## config.mk

```make
export PLATFORM = sky130hd
export DESIGN_NAME = rxreq_dispatch_flat
export DESIGN_NICKNAME = d
export VERILOG_FILES = /design/src/rtl/rxreq_dispatch_if.sv /design/src/rtl/rxreq_dispatch.sv /design/src/flat_wrapper.sv
export SDC_FILE = /design/constraint.sdc
export NUM_CORES = 1
export LEC_CHECK = 0
export ABC_AREA = 1
export CAP_MARGIN = 25
export CORE_UTILIZATION = 40
export CTS_CLUSTER_DIAMETER = 120
export DETAILED_ROUTE_END_ITERATION = 8
export GPL_ROUTABILITY_DRIVEN = 0
export MAX_ROUTING_LAYER = met4
export SLEW_MARGIN = 15
export SYNTH_ARGS = -nofsm -noshare
export SYNTH_HDL_FRONTEND = slang
export SYNTH_SLANG_ARGS = --single-unit
```

## constraint.sdc

```tcl
create_clock -name clk -period 10.22 [get_ports clk]
set_input_delay 1.022 -clock clk [delete_from_list [all_inputs] [get_ports clk]]
set_output_delay 1.022 -clock clk [all_outputs]
set_load 0.02 [all_outputs]
```

## src/rtl/rxreq_dispatch_if.sv

```systemverilog
`default_nettype none
//==============================================================================
//  rxreq_dispatch_pkg / rxreq_dispatch_if
//------------------------------------------------------------------------------
//  Request flit type and the bundled RXREQ link + POCQ-fill interface.
//
//  Interface members:
//    rxreqflitv                  flit valid from the interconnect (consumes a credit)
//    rxreqflit                   request flit
//    rxreqlcrdv                  L-credit grant pulse to the interconnect
//    rxreq_pocq_first_entry_dis  POCQ fill strobe
//    rxreq_pocq_first_entry      flit presented to the POCQ
//    pocq_entry_release          POCQ retires one entry
//    pocq_used                   POCQ occupancy
//    rxreq_err                   sticky protocol-error flag
//
//  Modports: slave = the dispatcher, master = interconnect/POCQ side.
//
//  Revision: 1.0 - initial release
//==============================================================================
package rxreq_dispatch_pkg;

   typedef struct packed {
      logic [3:0]  qos;
      logic [6:0]  tgtid;
      logic [6:0]  srcid;
      logic [11:0] txnid;
      logic [6:0]  opcode;
      logic [47:0] addr;
   } reqflit_t;

   // ReqLCrdReturn opcode: a credit handed back by the requester.
   localparam logic [6:0] c_opc_reqlcrdreturn = 7'h00;

endpackage

interface rxreq_dispatch_if #(
   parameter int POCQ_DEPTH = 16
);
   import rxreq_dispatch_pkg::*;

   logic                              rxreqflitv;
   reqflit_t                          rxreqflit;
   logic                              rxreqlcrdv;
   logic                              rxreq_pocq_first_entry_dis;
   reqflit_t                          rxreq_pocq_first_entry;
   logic                              pocq_entry_release;
   logic [$clog2(POCQ_DEPTH+1)-1:0]   pocq_used;
   logic                              rxreq_err;

   modport slave (
      input  rxreqflitv,
      input  rxreqflit,
      input  pocq_entry_release,
      output rxreqlcrdv,
      output rxreq_pocq_first_entry_dis,
      output rxreq_pocq_first_entry,
      output pocq_used,
      output rxreq_err
   );

   modport master (
      output rxreqflitv,
      output rxreqflit,
      output pocq_entry_release,
      input  rxreqlcrdv,
      input  rxreq_pocq_first_entry_dis,
      input  rxreq_pocq_first_entry,
      input  pocq_used,
      input  rxreq_err
   );

endinterface
`default_nettype wire

```

## src/rtl/rxreq_dispatch.sv

```systemverilog
`default_nettype none
//==============================================================================
//  rxreq_dispatch
//------------------------------------------------------------------------------
//  CHI RXREQ link-layer receiver for the HN-F. Grants L-credits, buffers
//  incoming request flits in a credit-sized FIFO and fills the POCQ from the
//  FIFO head whenever the POCQ has a free entry, tracking POCQ occupancy.
//
//  Ports:
//    clk   clock
//    rst   synchronous active-high reset
//    bus   rxreq_dispatch_if.slave (flit link, credit grant, POCQ fill/release,
//          occupancy, error flag)
//
//  Parameters:
//    NUM_LCRD    max outstanding L-credits and FIFO depth (power of 2, >= 2)
//    POCQ_DEPTH  POCQ entries tracked by the occupancy counter
//
//  Build option:
//    RXREQ_LCRD_RETURN_FILTER_EN - accepted ReqLCrdReturn flits (opcode 0x00)
//    release their credit but are not buffered or dispatched.
//
//  Revision: 1.0 - initial release
//==============================================================================
module rxreq_dispatch
   import rxreq_dispatch_pkg::*;
#(
   parameter int NUM_LCRD   = 4,
   parameter int POCQ_DEPTH = 16
) (
   input  logic             clk,
   input  logic             rst,
   rxreq_dispatch_if.slave  bus
);

   localparam int c_ptr_w  = $clog2(NUM_LCRD);
   localparam int c_cnt_w  = $clog2(NUM_LCRD + 1);
   localparam int c_sum_w  = c_cnt_w + 1;
   localparam int c_used_w = $clog2(POCQ_DEPTH + 1);

   localparam logic [c_sum_w-1:0]  c_budget    = c_sum_w'(NUM_LCRD);
   localparam logic [c_used_w-1:0] c_pocq_full = c_used_w'(POCQ_DEPTH);

   reqflit_t               mem_q [NUM_LCRD];
   reqflit_t               mem_d [NUM_LCRD];
   logic [c_ptr_w-1:0]     wr_ptr_q,    wr_ptr_d;
   logic [c_ptr_w-1:0]     rd_ptr_q,    rd_ptr_d;
   logic [c_cnt_w-1:0]     fifo_cnt_q,  fifo_cnt_d;
   logic [c_cnt_w-1:0]     lcrd_out_q,  lcrd_out_d;
   logic                   lcrdv_q,     lcrdv_d;
   logic [c_used_w-1:0]    pocq_used_q, pocq_used_d;
   logic                   err_q,       err_d;

   logic                   w_fifo_nempty;
   logic                   w_dis;
   logic                   w_accept;
   logic                   w_push;
   logic                   w_drop_err;
   logic                   w_rel_err;
   logic [c_sum_w-1:0]     w_budget_need;

   always_comb begin
      w_fifo_nempty = (fifo_cnt_q != '0);
      w_dis         = w_fifo_nempty && (pocq_used_q < c_pocq_full);

      // A flit arriving with no credit outstanding is dropped and flagged.
      w_drop_err    = bus.rxreqflitv && (lcrd_out_q == '0);
      w_accept      = bus.rxreqflitv && (lcrd_out_q != '0);
`ifdef RXREQ_LCRD_RETURN_FILTER_EN
      w_push        = w_accept && (bus.rxreqflit.opcode != c_opc_reqlcrdreturn);
`else
      w_push        = w_accept;
`endif

      // A release against an empty POCQ is only an error when no fill
      // lands in the same cycle to pair with it.
      w_rel_err     = bus.pocq_entry_release && !w_dis && (pocq_used_q == '0);

      lcrd_out_d    = lcrd_out_q + c_cnt_w'(lcrdv_q) - c_cnt_w'(w_accept);
      fifo_cnt_d    = fifo_cnt_q + c_cnt_w'(w_push) - c_cnt_w'(w_dis);
      wr_ptr_d      = w_push ? wr_ptr_q + c_ptr_w'(1) : wr_ptr_q;
      rd_ptr_d      = w_dis  ? rd_ptr_q + c_ptr_w'(1) : rd_ptr_q;

      mem_d         = mem_q;
      if (w_push) begin
         mem_d[wr_ptr_q] = bus.rxreqflit;
      end

      pocq_used_d   = pocq_used_q;
      if (w_dis && !bus.pocq_entry_release) begin
         pocq_used_d = pocq_used_q + c_used_w'(1);
      end else if (!w_dis && bus.pocq_entry_release && (pocq_used_q != '0)) begin
         pocq_used_d = pocq_used_q - c_used_w'(1);
      end

      err_d         = err_q | w_drop_err | w_rel_err;

      // Grant another credit only if, counting that grant, outstanding
      // credits plus buffered flits still fit the FIFO. Using next-state
      // values keeps the budget exact when a flit and a grant overlap.
      w_budget_need = c_sum_w'(lcrd_out_d) + c_sum_w'(fifo_cnt_d) + c_sum_w'(1);
      lcrdv_d       = (w_budget_need <= c_budget);
   end

   always_ff @(posedge clk) begin
      if (rst) begin
         wr_ptr_q    <= '0;
         rd_ptr_q    <= '0;
         fifo_cnt_q  <= '0;
         lcrd_out_q  <= '0;
         lcrdv_q     <= 1'b0;
         pocq_used_q <= '0;
         err_q       <= 1'b0;
      end else begin
         wr_ptr_q    <= wr_ptr_d;
         rd_ptr_q    <= rd_ptr_d;
         fifo_cnt_q  <= fifo_cnt_d;
         lcrd_out_q  <= lcrd_out_d;
         lcrdv_q     <= lcrdv_d;
         pocq_used_q <= pocq_used_d;
         err_q       <= err_d;
      end
   end

   // Storage needs no reset: the head is masked to zero while empty.
   always_ff @(posedge clk) begin
      mem_q <= mem_d;
   end

   assign bus.rxreqlcrdv                 = lcrdv_q;
   assign bus.rxreq_pocq_first_entry_dis = w_dis;
   assign bus.rxreq_pocq_first_entry     = w_fifo_nempty ? mem_q[rd_ptr_q] : '0;
   assign bus.pocq_used                  = pocq_used_q;
   assign bus.rxreq_err                  = err_q;

endmodule
`default_nettype wire

```

## src/flat_wrapper.sv

```systemverilog
// flat-port wrapper written by rule: the top's interface ports become plain ports
module rxreq_dispatch_flat import rxreq_dispatch_pkg::*;
#(
   parameter int NUM_LCRD   = 4,
   parameter int POCQ_DEPTH = 16
)
  (clk, rst, bus_rxreqflitv, bus_rxreqflit, bus_pocq_entry_release, bus_rxreqlcrdv, bus_rxreq_pocq_first_entry_dis, bus_rxreq_pocq_first_entry, bus_pocq_used, bus_rxreq_err);
  rxreq_dispatch_if #(.POCQ_DEPTH(POCQ_DEPTH)) bus_i ();
  input  logic clk;
  input  logic rst;
  input wire logic [$bits(bus_i.rxreqflitv)-1:0] bus_rxreqflitv;
  input wire logic [$bits(bus_i.rxreqflit)-1:0] bus_rxreqflit;
  input wire logic [$bits(bus_i.pocq_entry_release)-1:0] bus_pocq_entry_release;
  output wire logic [$bits(bus_i.rxreqlcrdv)-1:0] bus_rxreqlcrdv;
  output wire logic [$bits(bus_i.rxreq_pocq_first_entry_dis)-1:0] bus_rxreq_pocq_first_entry_dis;
  output wire logic [$bits(bus_i.rxreq_pocq_first_entry)-1:0] bus_rxreq_pocq_first_entry;
  output wire logic [$bits(bus_i.pocq_used)-1:0] bus_pocq_used;
  output wire logic [$bits(bus_i.rxreq_err)-1:0] bus_rxreq_err;
  assign bus_i.rxreqflitv = bus_rxreqflitv;
  assign bus_i.rxreqflit = bus_rxreqflit;
  assign bus_i.pocq_entry_release = bus_pocq_entry_release;
  assign bus_rxreqlcrdv = bus_i.rxreqlcrdv;
  assign bus_rxreq_pocq_first_entry_dis = bus_i.rxreq_pocq_first_entry_dis;
  assign bus_rxreq_pocq_first_entry = bus_i.rxreq_pocq_first_entry;
  assign bus_pocq_used = bus_i.pocq_used;
  assign bus_rxreq_err = bus_i.rxreq_err;
  rxreq_dispatch #(.NUM_LCRD(NUM_LCRD), .POCQ_DEPTH(POCQ_DEPTH)) u_core (.clk(clk), .rst(rst), .bus(bus_i));
endmodule
```

== Yosys cells after proc, flatten, opt, wreduce, memory -nomap -nowiden ==
Cells that the tools add are included.

* Flip-flop bits (word level): 357
* Latch bits: 0
* Bits in writable memories: 0
* Memory bits (read-only): 0
* Bits of input ports: 89
* Output and inout port bits: 93
* Logic and storage cells: 75
* Memories kept: 0

* $add $sub $neg: 10
* $mul: 0
* Divide/modulo/power cells: 0
* Order comparisons: 5
* Equal/unequal tests: 0
* Shift operators: 0
* Muxes and demuxes: 9
* Bitwise gates (word level): 4
* Reductions and logical operators: 16

{| class="wikitable"
|+ Operators with widths
! kind !! count
|-
| $bwmux 340 || 1
|-
| $mux 85 || 4
|-
| $bmux 85 s2 || 1
|-
| $demux 85 s2 || 1
|-
| $mux 5 || 2
|-
| $logic_and 1x1->1 || 8
|-
| $add 3x1->3 || 2
|-
| $ge 3x3->1 const B || 2
|-
| $not 2->3 || 2
|-
| $reduce_bool 3->1 || 2
|-
| $sub 3x1->3 || 2
|-
| $add 5x1->5 const B || 1
|-
| $logic_not 5->1 || 1
|-
| $lt 5x5->1 const B || 1
|-
| $reduce_bool 5->1 || 1
|-
| $sub 5x1->5 const B || 1
|-
| $add 2x1->2 const B || 2
|-
| $add 3x3->4 || 1
|-
| $add 4x1->4 const B || 1
|-
| $le 4x3->1 const B || 1
|-
| $logic_not 3->1 || 1
|-
| $lt 3x1->1 const B || 1
|-
| $logic_not 1->1 || 2
|-
| $or 1x1->1 || 2
|-
| $reduce_bool 2->1 || 1
|}

== Depth between registers and ports, before layout ==
Gate-level depths: netlist (run 1).

* Depth after elaboration: 7
* Depth in mapped cells: 15
* Mapped depth without buffers: 15

== Worst setup path before layout (run 1) ==
OpenSTA, ideal clock, no wires.

* Kind: input-to-reg
* From: input port bus_rxreqflitv
* To: register u_core.mem_q[0] (netlist bit) (enable)
* Data arrival time: 4.732 ns
* Data required time: 9.691 ns
* Path slack: 4.958 ns
* Stages: 2
* Path buffers: 0
* Cells stage by stage: nand2_1 nor2_1

* Word-level cells in the longest chain between the ends: 1

{| class="wikitable"
|+ RTL lines
! what !! line !! RTL
|-
| start, declared || flat_wrapper.sv:11 || <nowiki>input wire logic [$bits(bus_i.rxreqflitv)-1:0] bus_rxreqflitv;</nowiki>
|-
| $logic_and 1x1->1 || rxreq_dispatch.sv:68 || <nowiki>w_accept = bus.rxreqflitv && (lcrd_out_q != '0);</nowiki>
|-
| end signal, assigned || rxreq_dispatch.sv:127 || <nowiki>mem_q <= mem_d;</nowiki>
|-
| end, declared || rxreq_dispatch.sv:44 || <nowiki>reqflit_t mem_q [NUM_LCRD];</nowiki>
|}

Every way passes these cells.
A chain may end at the register's enable or synchronous reset.

== Final worst setup path (run 1) ==
* From: register u_core.rd_ptr_q[0]
* To: output port bus_rxreq_pocq_first_entry[3]

* Word-level cells in the longest chain between the ends: 5

{| class="wikitable"
|+ RTL lines
! what !! line !! RTL
|-
| start, declared || rxreq_dispatch.sv:47 || <nowiki>logic [c_ptr_w-1:0] rd_ptr_q, rd_ptr_d;</nowiki>
|-
| start signal, assigned || rxreq_dispatch.sv:116 || <nowiki>rd_ptr_q <= rd_ptr_d;</nowiki>
|-
| $not 2->3 (not written as such) || rxreq_dispatch.sv:132 || <nowiki>assign bus.rxreq_pocq_first_entry = w_fifo_nempty ? mem_q[rd_ptr_q] : '0;</nowiki>
|-
| $bmux 85 s2 || rxreq_dispatch.sv:132 ||
|-
| $mux 85 (not written as such) (2 in series) || rxreq_dispatch.sv:132 ||
|-
| $mux 85 || rxreq_dispatch.sv:132 ||
|-
| end, declared || flat_wrapper.sv:16 || <nowiki>output wire logic [$bits(bus_i.rxreq_pocq_first_entry)-1:0] bus_rxreq_pocq_first_entry;</nowiki>
|}

Every way passes these cells. The select of a mux whose other input is x is not followed.

==> impl_metrics.yaml, run 1 <==
cts:
  cts_resized: 0
  worst_skew_pair.late_latency_ns: 0.52
  path_clk_slew_ns: 0.06
  postCtsSetupBuffers: 0
  cts_tree: "done"
  cts_made_buffers: 38
  ctsHtreeMaxLevel: 2
  cts_sinks: 357
  holdBufCountCts: 0
  cts_buffer_depth: 3
  root_buffer: "clkbuf_16"
synthesis:
  synthAdderAreaFrac_pct: 1.663
  ys_seq_area_share_pct: 74.59
  synth_compound_area_share_pct: 9.634
  synth_fp_nets: 1243
  syn_inst: 1137
  synthMuxAreaShare_pct: 0
  yosys_warnings: 0
  avgSynthCellArea_um2: 12.44
  ys_ff_latch: 357
  synth_cell_types: 24
  synth_xor_area_share_pct: 0.3715
  synth_simple_gate_area_share_pct: 10.35
  synth_top_family_by_area: "simple AND/OR/NAND/NOR gates"
  synthesis.area_um2: 14140
pwr:
  p_leak_nw: 5.974
  vdd_ir_drop_max_mv: 0.1778
  power.density_nw_per_um2: 306.1
cells_and_area:
  fillers: 2995
  drive_gt1_share_pct: 6.147
  multiInputGateArea_um2: 3144
  syn_to_final_growth_pct: 23.94
  layout.cells.non_filler: 1791
  seqCellArea_um2: 10560
  utilization_pct: 50.62
  nets: 1411
setup_path:
  crit_buf_inv: 3
  cp_max_fo: 100
  worstPathRequired_ns: 9.20
  arrival_ns: 3.79
  end_kind: "output port"
  cp_slowest_cell: "inv_4"
  crit_type: "register to output port"
  crit_path_cell_trace: "inv_4 -> buf_4 -> o21ai_0 -> a21oi_1 -> clkdlybuf4s50_1"
  critPathMaxStageDelay_ns: 0.81
  cp-start-kind: "register"
  crit_family: "buffers and inverters"
die:
  die_w_um: 190.0
  rows: 68
  fp.dieH_um: 190.0
  dieArea_um2: 36120
  coreArea_um2: 34630
  start_util_pct: 40.84
  ioPinCount: 182
detailed_routing:
  drt-initial-drc-count: 591
  post_drt_wl_per_cell_um: 17.46
  wirelength_um: 31280
  routed-via-count: 8824
  route.detailed.drc: 0
  drtAntennaViolNets: 0
  firstDrtPassIters: 5
  vias_per_cell: 4.927
timing:
  finalHoldViolCount: 0
  tightest_slew_ns: 1.009
  period_minus_slack_ns: 4.807
  timing.final.crit_share_pct: 47.04
  drv_slew: 0
  finalSetupViolCount: 0
  fmax_mhz: 208.0
  relSlewSlack_pct: 32.70
  tns_ns: 0
  finClkSkew_ns: 0.01938
  rsz0062_at_grt: "no"
global_routing:
  grt_overflow: 0
  grt_util_all_layers_pct: 17.95
  grt_max_degree: 101
  grt_pass1_wl_um: 48430
  grt_antenna_before_repair: 2
  first_global_vias: 8690
placement:
  dp_hpwl_um: 16580
  dp.cells: 1720
  io_buffers: 181
status:
  status: "finished clean"
worst_hold_path:
  min-delay-path-class: "register to register"
job:
  cap_violations: 0
[cell usage after synthesis]
master	count	share of area, %
buf_2	25	0.88
fa_1	3	0.42
buf_1	5	0.13
xor2_1	6	0.37
nor2_1	363	9.6
a31oi_1	1	0.044
nand2_1	12	0.32
o211a_1	1	0.071
o21ai_1	56	2.0
dfxtp_1	17	2.4
a21oi_1	92	3.3
nand3b_1	2	0.11
ha_1	14	1.2
buf_4	11	0.58
clkbuf_1	15	0.40
nand3_1	7	0.25
inv_2	1	0.027
buf_6	2	0.16
edfxtp_1	340	72
clkbuf_2	8	0.28
o21ai_0	121	4.3
nand4_1	1	0.044
inv_1	33	0.88
inv_4	1	0.044
[through the flow]
stage	setup slack [ns]	hold WS (ns)	instance area [µm²]	total power [W]
final	5.413	0.4690	17530	0.005366
after global routing	5.065	0.5084	17530	0.005695
after CTS	5.256	0.4795	17520	0.005447
after detailed placement	5.795	0.4694	16320	0.004116
after global placement	5.857	0.4706	16320	0.004099
after floorplan	4.958	0.4905	14140	0.003253
[report_power, final]
part	switching [W]	total (W)	internal [W]
registers	0.000126	0.00194	0.00182
clock network	0.000535	0.00131	0.000780
logic	0.00129	0.00211	0.000815
[cell type report]
class                           count  area share (%)
Antenna cell                        2         0.02855
Clock buffer                       43           5.710
Clock inverter                     26           1.178
Inverter                           35          0.7780
Multi-Input combinational cell    679           17.94
Sequential cell                   357           60.23
Tap cell                          455           3.248
Timing Repair Buffer              194           10.89
[per-layer routing]
| layer | track usage, % | part of all wire, % | up-vias |
|---|---|---|---|
| li1 | - | - | 4332 |
| met1 | 23.87 | 45 | 4249 |
| met2 | 28.64 | 48 | 200 |
| met3 | 2.896 | 5.2 | 43 |
| met4 | 4.777 | 2.0 | 0 |
| met5 | - | 0 | - |
[state kept, by name (all words and copies together), names as in the netlist]
name                   cells
u_core.bus.pocq_used       5
u_core.mem_q             340
u_core.wr_ptr_q            2
u_core.bus.rxreq_err       1
u_core.lcrd_out_q          3
u_core.bus.rxreqlcrdv      1
u_core.rd_ptr_q            2
u_core.fifo_cnt_q          3
[kinds of logic (layout without fill, tap and decap cells)]
logic type                 count (synthesis)  after routing
DFF                                      357            357
other                                      0              2
adders and majority gates                 17             17
AOI/OAI and AO/OA                        271            271
buffers and inverters                    101            298
and+or+nand+nor                          385            385
xor gates and xnor gates                   6              6
[worst reg2reg max path, cell delays in order (launching register included)]
cell and delay [ns]:
dfxtp_1 0.32, inv_1 0.10, nand3_1 0.08, nand2_1 0.41, inv_1 0.14, ha_1 0.29
inv_1 0.06, ha_1 0.13, inv_1 0.05, fa_1 0.39, xor2_1 0.17, xor2_1 0.20
inv_1 0.09, ha_1 0.30, nor2_1 0.05, o211a_1 0.21
[final timing paths]
kind | start | endpoint | slack (ns) | cells after the start
worst max-delay path | u_core.rd_ptr_q[0] | bus_rxreq_pocq_first_entry[3] | 5.41 | 5
worst min-delay path | u_core.bus.rxreq_err | u_core.bus.rxreq_err | 0.47 | 2
worst max register to register | u_core.lcrd_out_q[1] | u_core.bus.rxreqlcrdv | 7.13 | 15
worst min register to register | u_core.bus.rxreq_err | u_core.bus.rxreq_err | 0.47 | 2
[layout by cell type, fill, tap and decap left out, drive strengths merged, types with 6 or more instances in the layout]
cell type / count
o21ai: 177
xor2: 6
buf: 13
a21oi: 92
clkinv: 22
inv: 34
dfxtp: 17
edfxtp: 340
nor2: 363
clkdlybuf4s50: 181
nand2: 12
clkbuf: 43
ha: 14
nand3: 7
No activity file was read; power rests on OpenSTA's default activity.
==> run 2, diff against run 1 <==
- clock period: 10.22 -> 5 ns (I/O delays scaled with it)
==> run 2 against run 1 <==
Against the previous run: hold slack better by 0.0045 ns; cell count is essentially flat; largest power group unchanged; via count grew 0.66%.
==> impl_metrics.yaml, run 2 (same netlist as run 1, synthesis figures left out) <==
setup_path:
  cp_max_fo: 50
  crit_path_cell_trace: "inv_1 -> nand3_1 -> clkinv_2 -> buf_4 -> a21oi_1 -> clkdlybuf4s50_1"
  crit_family: "buffers and inverters"
  cp-start-kind: "register"
  arrival_ns: 3.28
  worstPathRequired_ns: 4.50
  end_kind: "output port"
  cp_slowest_cell: "clkinv_2"
  crit_buf_inv: 4
  crit_type: "register to output port"
  critPathMaxStageDelay_ns: 0.72
cells_and_area:
  final_common_cell: "nor2_1"
  syn_to_final_growth_pct: 23.54
  seqCellArea_um2: 10560
  final_cell_mix: "359 x nor2_1, 340 x edfxtp_1, 181 x clkdlybuf4s50_1"
  multiInputGateArea_um2: 3144
  drive_gt1_share_pct: 5.547
  layout.cells.non_filler: 1790
  fillers: 3011
  largest_reg_flops: 340
  nets: 1414
  largest_register: "u_core.mem_q"
  design_area_um2: 17470
  utilization_pct: 50.46
cts:
  holdBufCountCts: 0
  cts_made_buffers: 39
  root_buffer: "clkbuf_16"
  cts_buffer_depth: 3
  worst_skew_pair.late_latency_ns: 0.51
  cts_tree: "done"
  ctsHtreeMaxLevel: 2
  cts_resized: 0
  path_clk_slew_ns: 0.05
  postCtsSetupBuffers: 0
  cts_sinks: 357
detailed_routing:
  post_drt_wl_per_cell_um: 17.44
  drt-initial-drc-count: 489
  route.detailed.drc: 0
  firstDrtPassIters: 5
  wirelength_um: 31230
  vias_per_cell: 4.962
  drtAntennaViolNets: 0
  routed-via-count: 8882
die:
  coreArea_um2: 34630
  ioPinCount: 182
  start_util_pct: 40.84
  die_w_um: 190.0
  dieArea_um2: 36120
  rows: 68
  fp.dieH_um: 190.0
pwr:
  clockPowerShare_pct: 23.1
  comb_power_share_pct: 40.6
  p_leak_nw: 5.935
  switchingPower_w: 0.003992
  sequentialPowerShare_pct: 36.3
  vdd_ir_drop_max_mv: 0.4163
  power.density_nw_per_um2: 620.0
  p_int_w: 0.006842
  swShare_pct: 36.85
global_routing:
  first_global_vias: 8801
  grt_util_all_layers_pct: 17.98
  grt_max_degree: 111
  grt_overflow: 0
  grt_pass1_wl_um: 48790
  grt_antenna_before_repair: 1
timing:
  drv_slew: 0
  tightest_slew_ns: 0.9387
  period_minus_slack_ns: 3.775
  relSlewSlack_pct: 37.42
  timing.hold.ws_ns: 0.4735
  tns_ns: 0
  rsz0062_at_grt: "no"
  fmax_mhz: 264.9
  finalSetupViolCount: 0
  finalHoldViolCount: 0
  timing.final.crit_share_pct: 75.50
  finClkSkew_ns: 0.007640
status:
  status: "finished clean"
placement:
  io_buffers: 181
  place_area_um2: 16370
  dp.cells: 1722
  dp_hpwl_um: 16950
worst_hold_path:
  min-delay-path-class: "register to register"
job:
  cap_violations: 0
-- run 2: cell types whose count changed in the layout (fill, tap and decap cells not counted), sizes merged --
cell	delta
bufinv	-3
clkbuf	+4
clkinvlp	-1
clkinv	-2
buf	+2
diode	-1
-- run 2: worst paths after layout --
| kind | start | to | slack, ns | cells past startpoint |
|---|---|---|---|---|
| setup / recovery | u_core.fifo_cnt_q[1] | bus_rxreq_pocq_first_entry[42] | 1.22 | 6 |
| hold / removal | u_core.bus.rxreq_err | u_core.bus.rxreq_err | 0.47 | 2 |
| setup reg to reg | u_core.lcrd_out_q[1] | u_core.bus.rxreqlcrdv | 1.91 | 15 |
| hold reg to reg | u_core.bus.rxreq_err | u_core.bus.rxreq_err | 0.47 | 2 |
-- run 2: stage by stage --
step / power [W] / setup WS, ns
finish: 0.01083 / 1.225
global route: 0.01153 / 0.9627
CTS: 0.01100 / 1.157
detailed placement: 0.008462 / 1.455
global placement: 0.008422 / 1.504
floorplan: 0.006649 / 0.2601
-- run 2: cell type report --
type / instances / share of cell area (%)
clock buffers: 47 / 5.757
clock inverters: 20 / 0.5442
inverters: 35 / 0.7805
flip-flops and latches: 357 / 60.42
diodes: 1 / 0.01432
multi-input cells: 679 / 18.00
repair buffers: 196 / 11.23
well taps: 455 / 3.258
-- run 2: per-layer routing --
layer  GRT usage (%)  vias up  part of all wire (%)
met5               -        -                     0
met4           4.529        0                   1.9
met3           2.841       43                   5.0
met2           29.41      215                    48
met1           23.41     4282                    45
li1                -     4342                     -
-- run 2: power by group through the flow --
stage	combinational, W	clock (W)	sequential [W]
floorplan	0.00273	0	0.00392
global placement	0.00443	0	0.00399
detailed placement	0.00446	0	0.00400
CTS	0.00448	0.00257	0.00394
global route	0.00487	0.00268	0.00398
finish	0.00440	0.00250	0.00394
-- run 2: worst reg2reg max path, stage by stage, from the launching register on --
cell	delay (ns)
dfxtp_1	0.32
inv_1	0.11
nand3_1	0.08
nand2_1	0.40
inv_1	0.14
ha_1	0.29
inv_1	0.06
ha_1	0.14
inv_1	0.05
fa_1	0.40
xor2_1	0.18
xor2_1	0.20
inv_1	0.07
ha_1	0.30
nor2_1	0.05
o211a_1	0.21
==> run 3, diff against run 2 <==
- clock period: 5 -> 3.6 ns (I/O delays scaled with it)
==> run 3 against run 2 <==
Against the previous run: hold slack lost 0.0019 ns; largest power group unchanged; register-to-register slack worse by 1.1 ns; non-clock buffer count grew 4; die area unchanged; routed wire length rose by 0.61%; sequential power increased by 36%; flip-flop and latch count unchanged; first-iteration DRC count shrank 9.6%; largest cell class unchanged; sequential share of layout area shrank 0.37 points; worst setup slack worse by 0.82 ns; design area rose by 0.62%; critical path depth is the same.
==> impl_metrics.yaml, run 3 (same netlist as run 1, synthesis figures left out) <==
die:
  dieArea_um2: 36120
  coreArea_um2: 34630
  rows: 68
  start_util_pct: 40.84
  fp.dieH_um: 190.0
  ioPinCount: 182
  die_w_um: 190.0
pwr:
  power_w: 0.01525
  p_leak_nw: 5.979
  power.density_nw_per_um2: 867.5
  vdd_ir_drop_max_mv: 0.7529
cts:
  cts_buffer_depth: 3
  cts_tree: "done"
  postCtsSetupBuffers: 0
  holdBufCountCts: 0
  ctsHtreeMaxLevel: 2
  cts_made_buffers: 38
  root_buffer: "clkbuf_16"
  cts_sinks: 357
  path_clk_slew_ns: 0.06
  worst_skew_pair.late_latency_ns: 0.51
  cts_resized: 0
placement:
  io_buffers: 181
  dp_hpwl_um: 16890
  dp.cells: 1726
  place_area_um2: 16420
timing:
  fmax_mhz: 313.3
  timing.final.crit_share_pct: 88.66
  finalHoldViolCount: 0
  finClkSkew_ns: 0.009141
  drv_slew: 0
  period_minus_slack_ns: 3.192
  relSlewSlack_pct: 38.13
  tns_ns: 0
  tightest_slew_ns: 0.9280
  rsz0062_at_grt: "no"
  finalSetupViolCount: 0
detailed_routing:
  post_drt_wl_per_cell_um: 17.54
  firstDrtPassIters: 5
  wirelength_um: 31420
  drtAntennaViolNets: 0
  routed-via-count: 8896
  route.detailed.drc: 0
  vias_per_cell: 4.967
  drt-initial-drc-count: 442
setup_path:
  crit_top_cell: "nor2_1"
  crit_start: "u_core.rd_ptr_q[0]"
  crit_type: "register to output port"
  r2r-end: "u_core.bus.rxreqlcrdv"
  end_kind: "output port"
  worstPathRequired_ns: 3.24
  arrival_ns: 2.83
  crit_buf_inv: 2
  r2r_start: "u_core.lcrd_out_q[1]"
  cp_slowest_cell: "clkdlybuf4s50_1"
  cp_max_fo: 171
  timing.reg2reg.setup_slack_ns: 0.85
  critPathMaxStageDelay_ns: 0.66
  crit_family: "buffers and inverters"
  reg2regPathDepth: 15
  crit_path_cell_trace: "buf_12 -> nor2_1 -> nor2_1 -> o21ai_0 -> a21oi_1 -> clkdlybuf4s50_1"
  cp-start-kind: "register"
cells_and_area:
  seqCellArea_um2: 10560
  utilization_pct: 50.77
  drive_gt1_share_pct: 5.543
  final_cell_mix: "359 x nor2_1, 340 x edfxtp_1, 181 x clkdlybuf4s50_1"
  syn_to_final_growth_pct: 24.31
  design_area_um2: 17580
  final_common_cell: "nor2_1"
  largest_reg_flops: 340
  nets: 1417
  largest_register: "u_core.mem_q"
  layout.cells.non_filler: 1791
  fillers: 2973
  multiInputGateArea_um2: 3144
status:
  status: "finished clean"
global_routing:
  first_global_vias: 8869
  grt_pass1_wl_um: 48690
  grt_antenna_before_repair: 1
  grt_util_all_layers_pct: 17.99
  grt_max_degree: 172
  grt_overflow: 0
worst_hold_path:
  min-delay-path-class: "register to register"
  worstHoldEndpoint: "u_core.bus.rxreq_err"
  hold_start: "u_core.bus.rxreq_err"
  holdPathStages: 2
job:
  cap_violations: 0
[run 3: changes by cell type in the layout (fill, tap and decap cells not counted)]
| cell | delta |
|---|---|
| clkbuf_1 | +5 |
| clkbuf_16 | +2 |
| inv_6 | -1 |
| bufinv_16 | +1 |
| buf_12 | +2 |
| clkinv_1 | -4 |
| buf_4 | +2 |
| clkinv_2 | -7 |
| clkbuf_8 | +1 |
[run 3: final cells by class]
cell class	instances	area share, %
inverter	35	0.7757
clock buffer	55	6.191
multi-input combinational	679	17.88
antenna	1	0.01423
clock inverter	9	0.3772
tap	455	3.238
timing repair buffer	200	11.47
sequential	357	60.05
[run 3: worst max-delay path by stage]
stage	depth (start not counted)	slack, ns	end
CTS	6	0.36	bus_rxreq_pocq_first_entry[35]
global placement	14	0.66	u_core.bus.rxreqlcrdv
floorplan	4	-1.09	u_core.mem_q[0]
global route	6	0.23	bus_rxreq_pocq_first_entry[49]
finish	6	0.41	bus_rxreq_pocq_first_entry[3]
detailed placement	14	0.56	u_core.bus.rxreqlcrdv
[run 3: worst min-delay path, delay by kind of cell, from the launching register on]
family                 cells  cell delay, ns
DFF                        1            0.31
AOI/OAI and AO/OA          1            0.07
buffers and inverters      1            0.05
[run 3: routing by layer]
layer / part of all wire [%] / vias up / track usage [%]
li1: - / 4346 / -
met1: 45 / 4314 / 22.89
met2: 49 / 200 / 29.84
met3: 4.9 / 36 / 3.173
met4: 1.5 / 0 / 4.404
met5: 0 / - / -
[run 3: power by group]
| group | internal [W] | switching [W] | total [W] |
|---|---|---|---|
| registers | 0.00516 | 0.000193 | 0.00535 |
| clock network | 0.00216 | 0.00146 | 0.00361 |
| logic | 0.00242 | 0.00387 | 0.00629 |
| total | 0.00973 | 0.00552 | 0.0153 |
[run 3: through the flow]
| stage | worst slack [ns] | hold WS, ns |
|---|---|---|
| finish | 0.4084 | 0.4716 |
| global route | 0.2281 | 0.4701 |
| CTS | 0.3587 | 0.4605 |
| detailed placement | 0.5619 | 0.4642 |
| global placement | 0.6575 | 0.4618 |
| floorplan | -1.094 | 0.4589 |
